## config.mk

```make
export PLATFORM = sky130hd
export DESIGN_NAME = sync_fifo_param
export DESIGN_NICKNAME = d
export VERILOG_FILES = /design/src/rtl/sync_fifo_param.sv
export SDC_FILE = /design/constraint.sdc
export NUM_CORES = 1
export LEC_CHECK = 0
export BUFFER_PORTS_ARGS = -buffer_cell sky130_fd_sc_hd__buf_2
export CAP_MARGIN = 10
export CORE_MARGIN = 2
export CORE_UTILIZATION = 59
export DETAILED_ROUTE_END_ITERATION = 12
export PLACE_DENSITY = 0.75
export SLEW_MARGIN = 20
export SYNTH_ARGS = -nofsm -noshare
export SYNTH_HDL_FRONTEND = slang
export SYNTH_SLANG_ARGS = --single-unit
export TNS_END_PERCENT = 50
```

## constraint.sdc

```tcl
create_clock -name iCLK -period 3.76 [get_ports iCLK]
set_clock_uncertainty 0.2 [all_clocks]
set_input_delay 0.188 -clock iCLK [delete_from_list [all_inputs] [get_ports iCLK]]
set_output_delay 0.188 -clock iCLK [all_outputs]
set_load 0.01 [all_outputs]
```

## src/rtl/sync_fifo_param.sv

```systemverilog
// Single-clock parametrised FIFO with occupancy count, thresholds,
// standard or first-word-fall-through read mode and sticky error flags.
module sync_fifo_param #(
    parameter int DATAWIDTH = 8,
    parameter int ADDRWIDTH = 4,
    parameter int AFULL_TH  = 12,
    parameter int AEMPT_TH  = 4,
    parameter int FWFT      = 0
) (
    input  logic                 iCLK,
    input  logic                 iRST,
    input  logic [DATAWIDTH-1:0] iWDAT,
    input  logic                 iWINC,
    output logic                 oFULL,
    output logic                 oAFULL,
    input  logic                 iRINC,
    output logic [DATAWIDTH-1:0] oRDAT,
    output logic                 oEMPT,
    output logic                 oAEMPT,
    output logic [ADDRWIDTH:0]   oCNT,
    output logic                 oOVF,
    output logic                 oUDF,
    input  logic                 iCLRERR
);

    localparam int DEPTH = 2 ** ADDRWIDTH;
    localparam logic [ADDRWIDTH:0] DEPTH_C = (ADDRWIDTH+1)'(DEPTH);
    localparam logic [ADDRWIDTH:0] AF_C    = (ADDRWIDTH+1)'(AFULL_TH);
    localparam logic [ADDRWIDTH:0] AE_C    = (ADDRWIDTH+1)'(AEMPT_TH);

    logic [DATAWIDTH-1:0] mem [DEPTH];
    logic [ADDRWIDTH-1:0] wptr;
    logic [ADDRWIDTH-1:0] rptr;
    logic [ADDRWIDTH:0]   cnt;
    logic                 full;
    logic                 empt;
    logic                 wr_ok;
    logic                 rd_ok;

    // Flags decode only the registered count, so acceptance never
    // depends combinationally on the same-cycle request of the other side.
    assign full   = (cnt == DEPTH_C);
    assign empt   = (cnt == '0);
    assign wr_ok  = iWINC & ~full;
    assign rd_ok  = iRINC & ~empt;

    assign oFULL  = full;
    assign oEMPT  = empt;
    assign oAFULL = (cnt >= AF_C);
    assign oAEMPT = (cnt <= AE_C);
    assign oCNT   = cnt;

    // Storage is deliberately left uncleared by reset.
    always_ff @(posedge iCLK) begin
        if (!iRST && wr_ok) begin
            mem[wptr] <= iWDAT;
        end
    end

    // Pointers and occupancy; wrap is the natural ADDRWIDTH overflow.
    always_ff @(posedge iCLK) begin
        if (iRST) begin
            wptr <= '0;
            rptr <= '0;
            cnt  <= '0;
        end else begin
            if (wr_ok) begin
                wptr <= wptr + 1'b1;
            end
            if (rd_ok) begin
                rptr <= rptr + 1'b1;
            end
            unique case ({wr_ok, rd_ok})
                2'b10:   cnt <= cnt + 1'b1;
                2'b01:   cnt <= cnt - 1'b1;
                default: cnt <= cnt;
            endcase
        end
    end

    // Sticky errors; a new error in the clearing cycle keeps the flag set.
    always_ff @(posedge iCLK) begin
        if (iRST) begin
            oOVF <= 1'b0;
            oUDF <= 1'b0;
        end else begin
            oOVF <= (iWINC & full) | (oOVF & ~iCLRERR);
            oUDF <= (iRINC & empt) | (oUDF & ~iCLRERR);
        end
    end

    generate
        if (FWFT != 0) begin : g_fwft
            assign oRDAT = mem[rptr];
        end else begin : g_std
            logic [DATAWIDTH-1:0] rdat;
            // Registered read port, loaded only on an accepted read.
            always_ff @(posedge iCLK) begin
                if (iRST) begin
                    rdat <= '0;
                end else if (rd_ok) begin
                    rdat <= mem[rptr];
                end
            end
            assign oRDAT = rdat;
        end
    endgenerate

endmodule

```

==> summary.txt <==
Critical path
  • Crit Path Category: reg2reg
  • Slowest-stage cell, CP: dfxtp_1
  • Critical Path End Type: flip-flop
  • Worst-path cell chain: nor4_2, a21boi_1, inv_1, ha_1, fa_1, a21o_1, a21oi_1, mux2i_1, mux2_2
  • CP Max Fanout: 7
  • Worst path arrival time: 3.32 ns
  • CP required: just under 4 ns
  • Largest stage delay on the critical path: approximately 0.47 ns
  • Critical path launch point type: flip-flop

Timing
  • Peak Freq: 322 MHz
  • Worst Tran Pin Value: 0.830 ns
  • Rel. slew slack: 44.4%
  • Setup TNS Final: 0 ns
  • Final Max Slew Viols: 0
  • Min cycle time layout: 3.11 ns
  • Setup ws final: approximately 0.65 ns
  • RSZ-0062 raised after global routing: false
  • Final Hold Viols: 0
  • Period utilisation layout: 82.6%
  • Final Setup Violations: 0

Die
  • Core Footprint: ~10000 um^2
  • Die area: 11100 um^2
  • Die Y: about 110 um
  • IO Count: 32
  • Starting Density: 61.4%
  • Die X: 105 um
  • Row count: 36

Place
  • GP Congestion: 0.779
  • Detailed Place HPWL: ~7500 um
  • Buffers added on ports: 31
  • Dpl ws: 0.611 ns

Clock network
  • Resized Gates After CTS: 0
  • Longest Clk Path Bufs: 2
  • H-tree levels: 4
  • Root Buffer: clkbuf_8
  • TritonCTS clock tree: built
  • Clock Latency Late Sink: 0.52 ns
  • Clock sink count: 151
  • Hold buffers post-CTS: 15
  • Clock-pin slew on the worst setup and hold paths: ~0.060 ns
  • CTS Buf Count: 17
  • Postcts setup bufs: 0

Synth
  • Synth area leaders: edfxtp_1 (63%), dfxtp_1 (7.6%), mux2i_1 (6.0%)
  • Net Count, Synth: 391
  • Async SR Flop Fraction: 0%
  • Synth cell count leaders: edfxtp_1 (128), nor2_1 (52), mux2i_1 (36)
  • Largest family of logic cells by synthesized area: multiplexers
  • Primary FF master, synth: edfxtp_1
  • Synth Area in Adders: 2.19%
  • Ys Warns: 0
  • Cell count after synthesis: 368
  • Avg Cell Area, Syn: 16.5 um^2
  • Post-synthesis simple-gate area fraction: 5.48%
  • Sequential area share after synthesis: a little under three quarters
  • Area leader, netlist: edfxtp_1
  • Synthesized cell area: ~6000 um^2
  • Proportion of synthesized area in mux cells: 12.1%
  • EDFF count, synth: 128
  • Seq cells post-synth: approximately 150
  • Post-synth top area share: 63.5%
  • Post-Synth XOR/XNOR Area: 1.30%
  • Synth cell types: 38
  • Post-synthesis compound-gate area fraction: 6.08%
  • Count leader, synth: edfxtp_1

Status
  • Status: complete, no violations

Cells and area
  • Area grow syn2layout: 16.4%
  • Nets: 441
  • Fillers: 608
  • Ant diodes: 0
  • Share of cells above drive strength 1: 19.7%

Global route
  • Vias in the first global route: about 3300
  • Overflow after GRT: 0
  • Global-route wire length before repair: 18600 um
  • Initial antenna violation count: 0
  • Total Routing Usage GR: about 23%
  • Largest net degree at the start of global routing: 30

Route
  • Routed len/inst: 21.1 um
  • Antenna Nets Post-Route: 0
  • DR vias: ~3400
  • Final WL: 11900 um
  • Drt via density: about 6.0
  • Initial DRC count: slightly below 400
  • DRC violations left: 0
  • Drt first pass iters: 5

Power
  • Leakage: approximately 2.4 nW
  • Worst vdd ir: approximately 380 uV
  • Power Density: 661 nW/um^2

Min path
  • Hold Crit Class: reg2reg

Flow run
  • Max cap viols: 0
-- stage by stage --
| stage | hold slack, ns | util [%] | total power (W) | std cells | area [um^2] |
|---|---|---|---|---|---|
| final | 0.310 | 71.5 | 0.00466 | 564 | 7050 |
| after global routing | 0.340 | 71.5 | 0.00488 | 564 | 7050 |
| after CTS | 0.312 | 71.5 | 0.00468 | 564 | 7050 |
| after detailed placement | 0.294 | 64.1 | 0.00300 | 517 | 6320 |
| after global placement | 0.294 | 64.1 | 0.00297 | 517 | 6320 |
| after floorplan | 0.0869 | - | 0.00273 | 368 | 6050 |
-- cell type report --
cell class / count / area (um^2) / share of cell area (%)
Tap cell: 133 / 166 / 2.36
Sequential cell: 151 / 4310 / 61.1
Clock inverter: 13 / 160 / 2.27
Clock buffer: 19 / 422 / 5.98
Timing Repair Buffer: 50 / 335 / 4.76
Inverter: 5 / 18.8 / 0.266
Multi-Input combinational cell: 193 / 1640 / 23.3
-- cell families after synthesis --
kind of cell,after synthesis
AOI/OAI and AO/OA,47
xor gates and xnor gates,9
adders and majority gates,10
buffers and inverters,24
DFF,151
muxes,53
and+or+nand+nor,74
-- final timing paths --
check / start / end / slack [ns] / depth (start not counted)
max: oCNT[0] / oCNT[4] / 0.65 / 9
min: oRDAT[0] / oRDAT[0] / 0.31 / 2
max reg2reg: oCNT[0] / oCNT[4] / 0.65 / 9
min reg2reg: oRDAT[0] / oRDAT[0] / 0.31 / 2
-- power by group --
group | switching [W] | internal (W) | leakage, nW | total [W]
Sequential | 0.000109 | 0.00192 | 1.34 | 0.00203
Clock | 0.000604 | 0.00106 | 0.281 | 0.00166
Combinational | 0.000544 | 0.000423 | 0.749 | 0.000967
Total | 0.00126 | 0.00340 | 2.37 | 0.00466
-- per-layer routing --
metal  track usage (%)  vias up  wire, um
met5                 0        -         0
met4              6.57        0       100
met3              5.50       10       987
met2              35.5      151      5780
met1              33.6     1674      5030
li1                  -     1531         -
-- placed cells by master, fill, tap and decap left out, types with 2 or more instances in the layout --
cell type      instances
buf_4                  4
or3_1                  2
clkbuf_1               2
xnor2_1                3
xor2_1                 6
mux2i_1               36
and3_1                 2
clkinv_2               2
o22ai_1               16
nand3b_1               3
bufinv_16              4
a21o_1                 2
nor2b_1                3
edfxtp_1             128
nor2_1                52
dfxtp_1               22
a311oi_1               8
dlygate4sd3_1         15
inv_1                  4
buf_2                 31
clkinv_1               6
a22oi_1               10
mux4_2                16
o211ai_2               3
nand2_1                6
clkbuf_16             16
a21oi_1                3
ha_1                   9
-- sequential cells by signal, summed over array words and instances (netlist names) --
register and count:
mem 128, oUDF 1, oCNT 5, rptr 4
oOVF 1, wptr 4, oRDAT 8
-- critical path: cells and delay by family, from the launching register on --
| kind | cells | cell delay (ns) |
|---|---|---|
| DFF | 1 | 0.47 |
| and+or+nand+nor | 1 | 0.12 |
| adders and majority gates | 2 | 0.73 |
| muxes | 2 | 0.56 |
| AOI/OAI and AO/OA | 3 | 0.82 |
| buffers and inverters | 1 | 0.09 |
No activity file was read; power rests on OpenSTA's default activity.
